`src/rtl/lm_pkg.sv`:
```
// Shared LED-manager types and constants for the FIFO write-port arbiter.
package lm_pkg;

    localparam int WIDTH_LEDS    = 8;
    localparam int N_SRC_DEF     = 3;
    localparam int STALL_MAX_DEF = 1024;

    localparam int SRC_ERR  = 0;
    localparam int SRC_DATA = 1;
    localparam int SRC_ACT  = 2;

    typedef enum logic {
        IDLE  = 1'b0,
        GRANT = 1'b1
    } lm_state_e;

endpackage

```
`src/rtl/lm_rr_select.sv`:
```
// Combinational rotating-priority picker: first asserted request after index last_i,
// in ascending order with wrap to 0.
module lm_rr_select #(
    parameter int N_SRC = 3,
    parameter int IDX_W = 2
) (
    input  logic [N_SRC-1:0] req_i,
    input  logic [IDX_W-1:0] last_i,
    output logic [N_SRC-1:0] gnt_o,
    output logic [IDX_W-1:0] idx_o
);

    logic found;
    int   j;

    always_comb begin
        gnt_o = '0;
        idx_o = '0;
        found = 1'b0;
        j     = 0;
        for (int i = 1; i <= N_SRC; i++) begin
            j = (int'(last_i) + i) % N_SRC;
            if (!found && req_i[j]) begin
                found    = 1'b1;
                gnt_o[j] = 1'b1;
                idx_o    = IDX_W'(j);
            end
        end
    end

endmodule

```
`src/rtl/lm_arbiter.sv`:
```
// Round-robin arbiter sharing the LED FIFO write port between error/data/actualization sources.
// Optional macro LM_ERR_PRIORITY_EN gives source 0 (error) fixed top priority.
module lm_arbiter
    import lm_pkg::*;
#(
    parameter int WIDTH     = WIDTH_LEDS,
    parameter int N_SRC     = N_SRC_DEF,
    parameter int STALL_MAX = STALL_MAX_DEF
) (
    input  logic                   clk,
    input  logic                   rst_n,
    input  logic [N_SRC-1:0]       req,
    input  logic [N_SRC*WIDTH-1:0] src_data,
    input  logic                   fifo_full,
    output logic [N_SRC-1:0]       ack,
    output logic                   wr_en,
    output logic [WIDTH-1:0]       wr_data,
    output logic                   stall
);

    localparam int IDX_W = (N_SRC > 1) ? $clog2(N_SRC) : 1;
    localparam int CNT_W = $clog2(STALL_MAX + 1);
    localparam logic [IDX_W-1:0] LAST_RST = IDX_W'(N_SRC - 1);
    localparam logic [CNT_W-1:0] CNT_MAX  = CNT_W'(STALL_MAX);

    lm_state_e        state_q, state_d;
    logic [IDX_W-1:0] last_q, last_d;
    logic [N_SRC-1:0] ack_q, ack_d;
    logic             wr_en_q, wr_en_d;
    logic [WIDTH-1:0] wr_data_q, wr_data_d;
    logic [CNT_W-1:0] cnt_q, cnt_d;
    logic             stall_q, stall_d;

    logic [N_SRC-1:0] rr_req, rr_gnt, win_gnt;
    logic [IDX_W-1:0] rr_idx, win_idx, last_upd;
    logic             any_req;

    assign any_req = |req;

`ifdef LM_ERR_PRIORITY_EN
    // Error source is taken out of the ring; last only ever holds indices 1..N_SRC-1.
    assign rr_req = req & ~N_SRC'(1);

    always_comb begin
        if (req[SRC_ERR]) begin
            win_gnt  = N_SRC'(1);
            win_idx  = IDX_W'(SRC_ERR);
            last_upd = last_q;
        end else begin
            win_gnt  = rr_gnt;
            win_idx  = rr_idx;
            last_upd = rr_idx;
        end
    end
`else
    assign rr_req   = req;
    assign win_gnt  = rr_gnt;
    assign win_idx  = rr_idx;
    assign last_upd = rr_idx;
`endif

    lm_rr_select #(
        .N_SRC (N_SRC),
        .IDX_W (IDX_W)
    ) u_rr_select (
        .req_i  (rr_req),
        .last_i (last_q),
        .gnt_o  (rr_gnt),
        .idx_o  (rr_idx)
    );

    always_comb begin
        state_d   = state_q;
        last_d    = last_q;
        ack_d     = '0;
        wr_en_d   = 1'b0;
        wr_data_d = wr_data_q;
        cnt_d     = cnt_q;
        stall_d   = stall_q;
        case (state_q)
            IDLE: begin
                if (any_req && !fifo_full) begin
                    state_d   = GRANT;
                    ack_d     = win_gnt;
                    wr_en_d   = 1'b1;
                    wr_data_d = src_data[int'(win_idx)*WIDTH +: WIDTH];
                    last_d    = last_upd;
                    cnt_d     = '0;
                end else if (any_req) begin
                    if (cnt_q != CNT_MAX) cnt_d = cnt_q + CNT_W'(1);
                end else begin
                    cnt_d = '0;
                end
            end
            GRANT: state_d = IDLE;
        endcase
        if (cnt_d == CNT_MAX) stall_d = 1'b1;
    end

    always_ff @(posedge clk) begin
        if (!rst_n) begin
            state_q   <= IDLE;
            last_q    <= LAST_RST;
            ack_q     <= '0;
            wr_en_q   <= 1'b0;
            wr_data_q <= '0;
            cnt_q     <= '0;
            stall_q   <= 1'b0;
        end else begin
            state_q   <= state_d;
            last_q    <= last_d;
            ack_q     <= ack_d;
            wr_en_q   <= wr_en_d;
            wr_data_q <= wr_data_d;
            cnt_q     <= cnt_d;
            stall_q   <= stall_d;
        end
    end

    assign ack     = ack_q;
    assign wr_en   = wr_en_q;
    assign wr_data = wr_data_q;
    assign stall   = stall_q;

endmodule

```
`config.mk`:
```
export PLATFORM = sky130hd
export DESIGN_NAME = lm_arbiter
export DESIGN_NICKNAME = d
export VERILOG_FILES = /design/src/rtl/lm_pkg.sv /design/src/rtl/lm_rr_select.sv /design/src/rtl/lm_arbiter.sv
export SDC_FILE = /design/constraint.sdc
export NUM_CORES = 1
export LEC_CHECK = 0
export ABC_AREA = 0
export ABC_CLOCK_PERIOD_IN_PS = 2500
export BUFFER_PORTS_ARGS = -buffer_cell sky130_fd_sc_hd__buf_2
export CAP_MARGIN = 20
export CORE_ASPECT_RATIO = 0.6
export CORE_UTILIZATION = 46
export CTS_CLUSTER_DIAMETER = 200
export DETAILED_ROUTE_END_ITERATION = 6
export PLACE_DENSITY = 0.82
export SLEW_MARGIN = 5
export SYNTH_ARGS = -nofsm -noshare
export SYNTH_HDL_FRONTEND = slang
export SYNTH_HIERARCHICAL = 1
export SYNTH_SLANG_ARGS = --single-unit
export TNS_END_PERCENT = 1
```
`constraint.sdc`:
```
create_clock -name clk -period 2.5 [get_ports clk]
set_input_delay 0 -clock clk [delete_from_list [all_inputs] [get_ports clk]]
set_output_delay 0 -clock clk [all_outputs]
set_load 0.005 [all_outputs]
```
==> metrics.md, run 1 <==
| Metric | Value |
|---|---|
| Outcome | `finished, final reports clean` |
| Final hold violations | `0` |
| Post-CTS setup repair buffer count | `0` |
| Critical Path, Cell by Cell | `inv_1, ha_1, buf_4, a21boi_2, o221ai_2, o31ai_4, buf_6, mux2i_1, o211ai_1, o211a_1` |
| Initial Util | `50.1%` |
| Crit Path Max Fanout | `6` |
| RSZ-0062 raised after global routing | `false` |
| Top post-synthesis cells by count | `dfxtp_1, nand2_1, mux2i_1` |
| Global-route wire length before repair | `6680 um` |
| Final Setup Violations | `0` |
| Worst Setup SP | `last_q[0]` |
| Worst Setup Start Kind | `flip-flop` |
| Setup crit end kind | `flip-flop` |
| Vias per inst | `5.80` |
| Pin count of the biggest net entering global routing | `25` |
| Num ports | `43` |
| Overall Global Routing Usage | `21.9%` |
| Minimum clock period | `2340 ps` |
| Synth unique cells | `51` |
| Synth Area in Compound Gates | `24.6%` |
| # Max-Cap Violations | `0` |
| Mapped Nets | `229` |
| Setup slack, reg-to-reg | `160 ps` |
| Final WS setup | `157 ps` |
| Worst R2R Start | `last_q[0]` |
| Drt wl/cell | `14.7 um` |
| Detailed placement HPWL | `3140 um` |
| Worst path arrival time | `2510 ps` |
| Initial DRC count | `119` |
| Async SR Flop Fraction | `0%` |
| Internal power | `696 uW` |
| Via count | `1618` |
| Reg power frac | `45.3%` |
| Syn. warnings | `6` |
| Antenna violations before repair | `0` |
| Global placer's final weighted congestion | `0.934` |
| Worst Setup EP | `wr_data[3]` |
| Mux share of post-synthesis cell area | `10.2%` |
| # DRC | `0` |
| Post-DRT Antenna Nets | `0` |
| Fraction of synthesized cell area in xor and xnor cells | `2.58%` |
| # diodes | `0` |
| EDFF count, synth | `0` |
| Slew HR | `67.9%` |
| WS Path Type | `reg -> reg` |
| Final Skew | `8.26 ps` |
| DP Worst Slack | `86.2 ps` |
| Core area | `3380 um^2` |
| Final wirelength | `4090 um` |
| Hold Path Class | `in -> reg` |
| Worst skew pair latency | `270 ps` |
| Post-Synth Simple-Gate Area | `23.0%` |
| WP data required | `2660 ps` |
| R2R depth | `10` |
| Largest family of logic cells by synthesized area | `compound AO/OA/AOI/OAI gates` |
| Total CTS buffers | `3` |
| Dominant cell by count in the synthesized netlist | `dfxtp_1` |
| Vias in the first global route | `1359` |
| Layout cells sized above 1 | `29.5%` |
| Worst vdd ir | `0.324 mV` |
| 1st-pass router iterations | `4` |
| Area Overhead vs Synth | `20.2%` |
| Die Span Y | `49.0 um` |
| Setup TNS | `0 ps` |
| Predominant post-synthesis flop cell | `dfxtp_1` |
| Top cells by area, synth | `dfxtp_1, mux2i_1, o211a_1` |
| Least-Margin Pin Slew | `478 ps` |
| Die width | `80.3 um` |
| Fmax | `427 MHz` |
| Worst hold slack | `94.8 ps` |
| Combinational fraction of design power | `31.1%` |
| Htree depth | `1` |
| Post-Syn Instances | `193` |
| Root Buffer | `clkbuf_8` |
| Pwr dens | `492 nW/um^2` |
| Fin crit share | `93.7%` |
| Layout Nets | `272` |
| Synth area leader | `dfxtp_1` |
| Pins Over Slew Limit | `0` |
| Sink Count | `26` |
| Syn avg cell area | `8.78 um^2` |
| Slowest cell delay on critical path | `370 ps` |
| CP max stage cell | `dfxtp_2` |
| Post-synth top area share | `30.7%` |
| Register area share after synthesis | `30.7%` |
| CTS tree | `yes` |
| Std-Cell Rows | `16` |
| Synthesized area | `1690 um^2` |
| Total gr overflow | `0` |
| Register bit total from synthesis | `26` |
| Clock share of power | `23.6%` |
| Leak pwr | `0.000921 uW` |
| Die ar. | `3940 um^2` |
| Switching share of total power | `30.5%` |
| Clk slew on worst S/H paths | `90 ps` |
| CTS max path bufs | `2` |
| Sw power | `305 uW` |
| IO buf count | `42` |
| Reg2reg end | `wr_data[3]` |
| Synth Area in Adders | `4.43%` |
-- final cells by class --
class,instances,area (um^2)
timing repair buffer,48,263
inverter,8,30.0
fill,293,1350
multi-input combinational,149,1120
clock buffer,3,41.3
tap,45,56.3
sequential,26,522
-- state kept, by name, indices dropped and copies added (netlist names) --
signal	cells
cnt_q	11
wr_data	8
state_q	1
last_q	2
ack	3
stall	1
-- critical path, delay by kind of cell, from the launching register on --
family                   cells  cell delay [ps]
AO/OA/AOI/OAI                5              910
buffers and inverters        3              420
flip-flops                   1              370
adder cells (fa/ha/maj)      1              330
multiplexers                 1              210
-- cells by family (layout without fill, tap and decap cells) --
logic type	Yosys count	in the layout
and+or+nand+nor	69	69
AOI/OAI and AO/OA	52	52
DFF	26	26
buffers and inverters	18	59
muxes	17	17
adders and majority gates	6	6
xor gates and xnor gates	5	5
-- through the flow --
stage          util, %  total power [uW]  std cells  cell area [um^2]
5_1_grt           60.2              1070        279              2040
4_1_cts           59.4               989        279              2010
3_5_place_dp      58.2               755        276              1970
3_3_place_gp      58.2               748        276              1970
2_1_floorplan        -               655        193              1700
6_report          60.2              1000        279              2040
-- timing repair --
action,CTS,global route
setup endpoints to repair,0,8
hold buffers,0,0
gates resized for setup,0,7
-- power groups by stage --
| stage | sequential, uW | clock (uW) | combinational, uW |
|---|---|---|---|
| 6_report | 453 | 237 | 311 |
| 5_1_grt | 457 | 266 | 342 |
| 4_1_cts | 454 | 242 | 293 |
| 3_5_place_dp | 463 | 0 | 292 |
| 3_3_place_gp | 462 | 0 | 286 |
| 2_1_floorplan | 461 | 0 | 194 |
-- cells in the final DEF, fill, tap and decap left out, drive strengths merged, types with 4 or more instances in the layout --
| cell type | instances |
|---|---|
| buf | 48 |
| dfxtp | 26 |
| nand2 | 17 |
| mux2i | 15 |
| nor2 | 11 |
| o211ai | 10 |
| inv | 8 |
| o211a | 8 |
| nor3 | 8 |
| ha | 6 |
| nor2b | 6 |
| o21ai | 5 |
| and2 | 4 |
| a21oi | 4 |
| o22ai | 4 |
| nand2b | 4 |
-- how the worst min path moves through the flow --
stage | start | end | slack [ps] | cells after the start
2_1_floorplan | rst_n | ack[0] | 150 | 1
3_3_place_gp | src_data[8] | wr_data[0] | 370 | 4
3_5_place_dp | rst_n | last_q[1] | 380 | 2
4_1_cts | rst_n | last_q[1] | 90 | 2
5_1_grt | src_data[11] | wr_data[3] | 110 | 4
6_report | src_data[15] | wr_data[7] | 90 | 4
-- per-layer routing --
layer | up-vias | track usage (%) | wire (um)
met3 | 2 | 5.98 | 352
met4 | 0 | 2.68 | 10
met1 | 754 | 34.6 | 2100
met5 | - | 0 | 0
li1 | 796 | - | -
met2 | 66 | 29.7 | 1630
(Power assumes the default switching activity.)
==> run 2: changes to the inputs <==
--- a/config.mk
+++ b/config.mk
@@ -9,11 +9,14 @@
 export ABC_CLOCK_PERIOD_IN_PS = 2500
 export BUFFER_PORTS_ARGS = -buffer_cell sky130_fd_sc_hd__buf_2
 export CAP_MARGIN = 20
+export CELL_PAD_IN_SITES_DETAIL_PLACEMENT = 1
+export CELL_PAD_IN_SITES_GLOBAL_PLACEMENT = 1
 export CORE_ASPECT_RATIO = 0.6
-export CORE_UTILIZATION = 46
+export CORE_UTILIZATION = 37
+export CTS_BUF_LIST = sky130_fd_sc_hd__clkbuf_4 sky130_fd_sc_hd__clkbuf_8
 export CTS_CLUSTER_DIAMETER = 200
 export DETAILED_ROUTE_END_ITERATION = 6
-export PLACE_DENSITY = 0.82
+export PLACE_DENSITY = 0.88
 export SLEW_MARGIN = 5
 export SYNTH_ARGS = -nofsm -noshare
 export SYNTH_HDL_FRONTEND = slang
==> run 2 against run 1 <==
  * Die area up 23%
  * Sequential share of layout area fell by 0.51 points
  * Routed wire length increased by 21%
  * Critical path depth is 2 lower
  * Combinational power up 1%
  * Hold slack worse by 4.9 ps
  * Sequential power is essentially flat
  * Critical endpoint is now stall
==> metrics.md, run 2 (synthesis results as in run 1) <==
| Metric | Value |
|---|---|
| Outcome | `finished, final reports clean` |
| Pwr Total | `1130 uW (+13%)` |
| Final wirelength | `4970 um (+21%)` |
| Area taken by multi-input logic gates | `1120 um^2 (-0.33%)` |
| Hold Path Class | `in -> reg` |
| Total CTS buffers | `3 (unchanged)` |
| Internal power | `801 uW (+15%)` |
| Core area | `4260 um^2 (+26%)` |
| Htree depth | `1 (unchanged)` |
| Vias per inst | `5.67 (-2.3%)` |
| Post-route cell area | `2080 um^2 (+2.0%)` |
| Sw power | `332 uW (+8.7%)` |
| Layout cells sized above 1 | `29.8% (+0.30 points)` |
| Num ports | `43 (unchanged)` |
| Max FFs per register | `11 (unchanged)` |
| Worst skew pair latency | `280 ps (about the same)` |
| Post-DRT Antenna Nets | `0 (unchanged)` |
| Die Span Y | `54.4 um (+11%)` |
| Placed Cells | `291 (+5.4%)` |
| # diodes | `0 (unchanged)` |
| Drt wl/cell | `16.8 um (+15%)` |
| Fin cells | `295 (+5.7%)` |
| Clock share of power | `32.0% (+8.4 points)` |
| Crit Path Max Fanout | `6 (unchanged)` |
| IO buf count | `42 (unchanged)` |
| WP data required | `2730 ps (+70 ps)` |
| Std-Cell Rows | `18 (+2)` |
| CTS tree | `yes` |
| Pin count of the biggest net entering global routing | `25 (unchanged)` |
| Via count | `1672 (+3.3%)` |
| Layout Nets | `272 (unchanged)` |
| Area Overhead vs Synth | `22.7%` |
| Global placer's final weighted congestion | `0.939 (+0.59%)` |
| Register area | `522 um^2 (unchanged)` |
| Overall Global Routing Usage | `21.7% (-0.25 points)` |
| Final Skew | `4.57 ps (-3.69 ps)` |
| Setup crit end kind | `flip-flop` |
| Initial DRC count | `79 (-34%)` |
| Clk slew on worst S/H paths | `100 ps (about the same)` |
| Total gr overflow | `0 (unchanged)` |
| Fin crit share | `97.3% (+3.6 points)` |
| Detailed placement HPWL | `3770 um (+20%)` |
| Worst path arrival time | `2660 ps (+150 ps)` |
| Placed cell area | `1990 um^2 (+0.95%)` |
| Worst Setup Start Kind | `flip-flop` |
| Setup TNS | `0 ps (unchanged)` |
| # DRC | `0 (unchanged)` |
| Commonest cells after routing, fill and taps aside | `buf_2, dfxtp_1, nand2_1` |
| Pins Over Slew Limit | `0 (unchanged)` |
| Minimum clock period | `2430 ps (+89.2 ps)` |
| Most flops, register | `cnt_q` |
| Least-Margin Pin Slew | `524 ps (+45.7 ps)` |
| Slew HR | `64.8% (-3.1 points)` |
| Antenna violations before repair | `0 (unchanged)` |
| Fmax | `411 MHz (-3.7%)` |
| Final hold violations | `0 (unchanged)` |
| CTS max path bufs | `2 (unchanged)` |
| Switching share of total power | `29.3% (-1.2 points)` |
| Combinational fraction of design power | `27.8% (-3.3 points)` |
| Final core utilization | `48.8% (-11 points)` |
| Pwr dens | `545 nW/um^2 (+11%)` |
| Global-route wire length before repair | `7780 um (+16%)` |
| 1st-pass router iterations | `4 (unchanged)` |
| Initial Util | `39.8% (-10 points)` |
| Post-CTS setup repair buffer count | `0 (unchanged)` |
| Filler cells | `518 (+77%)` |
| Die width | `89.4 um (+11%)` |
| Worst vdd ir | `0.258 mV (-20%)` |
| Commonest non-fill, non-tap cell in the layout | `buf_2` |
| # Max-Cap Violations | `0 (unchanged)` |
| Root Buffer | `clkbuf_8` |
| WS Path Type | `reg -> reg` |
| Sink Count | `26 (unchanged)` |
| Vias in the first global route | `1529 (+13%)` |
| Final Setup Violations | `0 (unchanged)` |
| Leak pwr | `0.000935 uW (+1.6%)` |
| Die ar. | `4860 um^2 (+23%)` |
| Reg power frac | `40.2% (-5.1 points)` |
| RSZ-0062 raised after global routing | `false` |
[run 2: cell types whose count changed in the layout (fill, tap and decap cells not counted)]
cell       previous run  this run
o31ai_2               0         1
nor2b_2               2         1
o31ai_4               1         0
nor2b_4               0         1
buf_6                 2         1
bufinv_16             0         1
buf_4                 4         5
[run 2: repair_timing]
item                       CTS  global route
gates resized for setup      1             5
hold buffers                 0             0
setup endpoints to repair    8             8
[run 2: routing by layer]
layer | track usage [%] | part of all wire [%] | up-vias | wire [um]
li1 | - | - | 800 | -
met1 | 30.8 | 49 | 811 | 2460
met2 | 34.7 | 45 | 59 | 2220
met3 | 4.98 | 5.7 | 2 | 284
met4 | 2.38 | 0.26 | 0 | 13
met5 | 0 | 0 | - | 0
[run 2: worst max-delay path, cell delays in order (launching register included)]
cell and delay [ps]:
dfxtp_1 380, inv_1 100, ha_1 170, and4bb_1 240, a41oi_2 200, or3_1 360
a2111oi_2 510, o2111a_1 260, a32o_2 160
[run 2: path summary, 6_finish.rpt]
path,cells past startpoint,end,slack [ps],start
max,8,stall,70,cnt_q[0]
min,4,wr_data[3],90,src_data[11]
max reg2reg,8,stall,70,cnt_q[0]
min reg2reg,1,stall,490,stall
[run 2: per-stage QoR]
step / worst slack (ps) / hold WS, ps
finish: 67.7 / 89.9
global route: 30.2 / 102
CTS: 26.1 / 86.4
detailed placement: -74.8 / 371
global placement: 105 / 368
floorplan: 92.7 / 146
[run 2: power groups by stage]
stage | Sequential [uW] | Clock, uW | Combinational [uW]
after CTS | 455 | 371 | 308
after global placement | 462 | 0 | 290
final | 455 | 363 | 315
after global routing | 458 | 391 | 344
after floorplan | 461 | 0 | 194
after detailed placement | 464 | 0 | 302
[run 2: cell type report]
class,count,share of cell area (%)
multi-input combinational,149,53.9
clock buffer,3,1.99
sequential,26,25.1
inverter,8,1.44
timing repair buffer,48,12.5
tap,60,3.61
clock inverter,1,1.44
==> run 3: changes to the inputs <==
--- a/config.mk
+++ b/config.mk
@@ -5,18 +5,18 @@
 export SDC_FILE = /design/constraint.sdc
 export NUM_CORES = 1
 export LEC_CHECK = 0
-export ABC_AREA = 0
+export ABC_AREA = 1
 export ABC_CLOCK_PERIOD_IN_PS = 2500
 export BUFFER_PORTS_ARGS = -buffer_cell sky130_fd_sc_hd__buf_2
 export CAP_MARGIN = 20
 export CELL_PAD_IN_SITES_DETAIL_PLACEMENT = 1
 export CELL_PAD_IN_SITES_GLOBAL_PLACEMENT = 1
 export CORE_ASPECT_RATIO = 0.6
-export CORE_UTILIZATION = 37
+export CORE_UTILIZATION = 34
 export CTS_BUF_LIST = sky130_fd_sc_hd__clkbuf_4 sky130_fd_sc_hd__clkbuf_8
 export CTS_CLUSTER_DIAMETER = 200
 export DETAILED_ROUTE_END_ITERATION = 6
-export PLACE_DENSITY = 0.88
+export PLACE_DENSITY = 0.87
 export SLEW_MARGIN = 5
 export SYNTH_ARGS = -nofsm -noshare
 export SYNTH_HDL_FRONTEND = slang
==> run 3 against run 2 <==
  * Routed wire length rose by 21%
  * Setup slack better by 100 ps
  * Clock power increased by 1%
  * Die area rose by 15%
  * Critical path type unchanged
==> metrics.md, run 3 <==
| Metric | Value |
|---|---|
| Top post-synthesis cells by count | `nand2_1, inv_1, nor2_1` |
| Pins Over Slew Limit | `0 (unchanged)` |
| Htree depth | `1 (unchanged)` |
| Fin crit share | `93.1% (-4.2 points)` |
| Detailed placement HPWL | `4680 um (+24%)` |
| Die width | `95.8 um (+7.2%)` |
| Clock share of power | `27.9% (-4.1 points)` |
| Final hold violations | `0 (unchanged)` |
| Post-synth top area share | `29.0% (-1.7 points)` |
| Global placer's final weighted congestion | `0.916 (-2.5%)` |
| Commonest non-fill, non-tap cell in the layout | `nand2_1` |
| Num ports | `43 (unchanged)` |
| Overall Global Routing Usage | `23.2% (+1.5 points)` |
| Final wirelength | `6020 um (+21%)` |
| Switching share of total power | `37.1% (+7.8 points)` |
| # diodes | `0 (unchanged)` |
| Register area share after synthesis | `29.0% (-1.7 points)` |
| 1st-pass router iterations | `4 (unchanged)` |
| Top cells by area, synth | `dfxtp_1, nand2_1, nand3_1` |
| Crit Path Max Fanout | `7 (+1)` |
| IO buf count | `42 (unchanged)` |
| Syn avg cell area | `6.20 um^2 (-29%)` |
| Internal power | `826 uW (+3.2%)` |
| Worst R2R Start | `last_q[0]` |
| R2R depth | `16 (+8)` |
| EDFF count, synth | `0 (unchanged)` |
| Synth area leader | `dfxtp_1` |
| Max FFs per register | `11 (unchanged)` |
| Post-Syn Instances | `289 (+50%)` |
| Sw power | `488 uW (+47%)` |
| Placed cell area | `2060 um^2 (+3.7%)` |
| Pwr dens | `612 nW/um^2 (+12%)` |
| Die Span Y | `58.3 um (+7.0%)` |
| Initial Util | `35.5% (-4.3 points)` |
| Std-Cell Rows | `20 (+2)` |
| Reg power frac | `35.2% (-5.0 points)` |
| Commonest cells after routing, fill and taps aside | `nand2_1, buf_2, inv_1` |
| Vias per inst | `5.19 (-8.5%)` |
| Synth unique cells | `29 (-43%)` |
| Drt wl/cell | `15.2 um (-9.9%)` |
| CTS max path bufs | `2 (unchanged)` |
| Final Setup Violations | `0 (unchanged)` |
| Hold Path Class | `in -> reg` |
| Worst Setup SP | `last_q[0]` |
| Post-route cell area | `2150 um^2 (+3.3%)` |
| Outcome | `finished, final reports clean` |
| WS Path Type | `reg -> reg` |
| Worst hold slack | `4.48 ps (-85.5 ps)` |
| Async SR Flop Fraction | `0% (unchanged)` |
| Clk slew on worst S/H paths | `100 ps (about the same)` |
| Worst vdd ir | `0.269 mV (+4.1%)` |
| Global-route wire length before repair | `9790 um (+26%)` |
| Synthesized area | `1790 um^2 (+5.8%)` |
| Combinational fraction of design power | `36.9% (+9.1 points)` |
| Core area | `5050 um^2 (+19%)` |
| Most flops, register | `cnt_q` |
| Root Buffer | `clkbuf_8` |
| Least-Margin Pin Slew | `529 ps (+4.86 ps)` |
| Via count | `2059 (+23%)` |
| Layout Nets | `368 (+35%)` |
| Die ar. | `5580 um^2 (+15%)` |
| # DRC | `0 (unchanged)` |
| Leak pwr | `0.00108 uW (+15%)` |
| M3 GR Usage | `4.99% (+0.0095 points)` |
| Final Skew | `4.15 ps (-0.420 ps)` |
| Minimum clock period | `2330 ps (-105 ps)` |
| Most Crowded Layer GR | `met2` |
| Predominant post-synthesis flop cell | `dfxtp_1` |
| Sink Count | `26 (unchanged)` |
| Met1 usage | `30.7% (-0.099 points)` |
| Mapped Nets | `325 (+42%)` |
| Layout cells sized above 1 | `21.8% (-8.0 points)` |
| Vias in the first global route | `2086 (+36%)` |
| Fmax | `430 MHz (+4.5%)` |
| Post-DRT Antenna Nets | `0 (unchanged)` |
| Syn. warnings | `6 (unchanged)` |
| Worst Setup Start Kind | `flip-flop` |
| Setup crit end kind | `flip-flop` |
| Initial DRC count | `88 (+11%)` |
| Worst Setup EP | `wr_data[4]` |
| Antenna violations before repair | `0 (unchanged)` |
| Worst path arrival time | `2490 ps (-170 ps)` |
| RSZ-0062 raised after global routing | `false` |
| Worst skew pair latency | `280 ps (about the same)` |
| Area Overhead vs Synth | `19.7%` |
| Dominant cell by count in the synthesized netlist | `nand2_1` |
| Pin count of the biggest net entering global routing | `18 (-28%)` |
| Reg2reg end | `wr_data[4]` |
| CTS tree | `yes` |
| Filler cells | `705 (+36%)` |
| GR Layer Usage met2 | `38.3% (+3.5 points)` |
| Setup slack, reg-to-reg | `170 ps (+100 ps)` |
| Register bit total from synthesis | `26 (unchanged)` |
| WP data required | `2660 ps (-70 ps)` |
| Total CTS buffers | `3 (unchanged)` |
| Total gr overflow | `0 (unchanged)` |
| Post-CTS setup repair buffer count | `0 (unchanged)` |
| # Max-Cap Violations | `0 (unchanged)` |
| Slew HR | `64.7% (about the same)` |
run 3: cell types whose count changed after synthesis, sizes merged, moves of 9 or more:
| cell | delta |
|---|---|
| a21oi | +26 |
| inv | +31 |
| mux2i | -15 |
| nand2 | +70 |
| nand3 | +31 |
| nor2 | +27 |
| o211ai | -9 |
run 3: logic make-up (layout without fill, tap and decap cells):
family | count (synthesis) | in the layout | share of synthesized area, %
AND/OR/NAND/NOR | 162 | 162 | 40.8
AO/OA/AOI/OAI | 49 | 49 | 15.5
flip-flops | 26 | 26 | 29.0
buffers and inverters | 46 | 88 | 10.5
adder cells (fa/ha/maj) | 6 | 6 | 4.19
run 3: layout make-up:
cell class	instances	area [um^2]	area share [%]
multi-input cells	217	1090	50.9
clock buffers	3	41.3	1.92
inverters	40	153	7.11
well taps	66	82.6	3.85
clock inverters	1	30.0	1.40
flip-flops and latches	26	522	24.3
repair buffers	44	225	10.5
run 3: metrics by stage:
stage | util [%] | TNS [ps] | instances | power, uW | setup slack (ps)
6_report | 42.5 | 0 | 397 | 1310 | 173
3_3_place_gp | 40.8 | 0 | 393 | 906 | 211
4_1_cts | 42.2 | 0 | 397 | 1300 | 81.8
5_1_grt | 42.5 | 0 | 397 | 1390 | 23.0
3_5_place_dp | 40.8 | -17.5 | 393 | 932 | -10.5
2_1_floorplan | - | 0 | 289 | 785 | 346
run 3: metal layers:
| layer | part of all wire (%) | wire (um) |
|---|---|---|
| met5 | 0 | 0 |
| met4 | 2.0 | 120 |
| met3 | 7.6 | 460 |
| met2 | 43 | 2620 |
| met1 | 47 | 2820 |
run 3: critical path, cell delays in order (launching register included):
cell     delay (ps)
dfxtp_2         370
inv_1            70
ha_1            370
inv_2           100
nand2_2          80
nand3_2          80
nand2_4         110
inv_1            70
nand2_1          60
nand2_1          80
inv_2            70
nand2_2         110
buf_4           190
o21ai_0         160
nor2_1           60
a21oi_1         140
a21oi_1          90
run 3: power by group through the flow:
stage | Clock (uW) | Sequential (uW) | Combinational (uW)
6_report | 367 | 463 | 484
2_1_floorplan | 0 | 469 | 316
3_5_place_dp | 0 | 471 | 461
4_1_cts | 372 | 462 | 469
5_1_grt | 392 | 466 | 535
3_3_place_gp | 0 | 470 | 437
run 3: repair_timing:
action | CTS | global route
resized for setup | 1 | 5
hold endpoints to repair | 0 | 0
setup endpoints to repair | 3 | 8
hold buffers | 0 | 0
run 3: worst min-delay path by stage:
stage,from,to,slack [ps],depth (start not counted)
global placement,src_data[20],wr_data[4],280,3
detailed placement,src_data[19],wr_data[3],310,3
finish,src_data[17],wr_data[1],4,3
global route,src_data[19],wr_data[3],20,3
floorplan,src_data[20],wr_data[4],170,2
CTS,src_data[17],wr_data[1],8,3
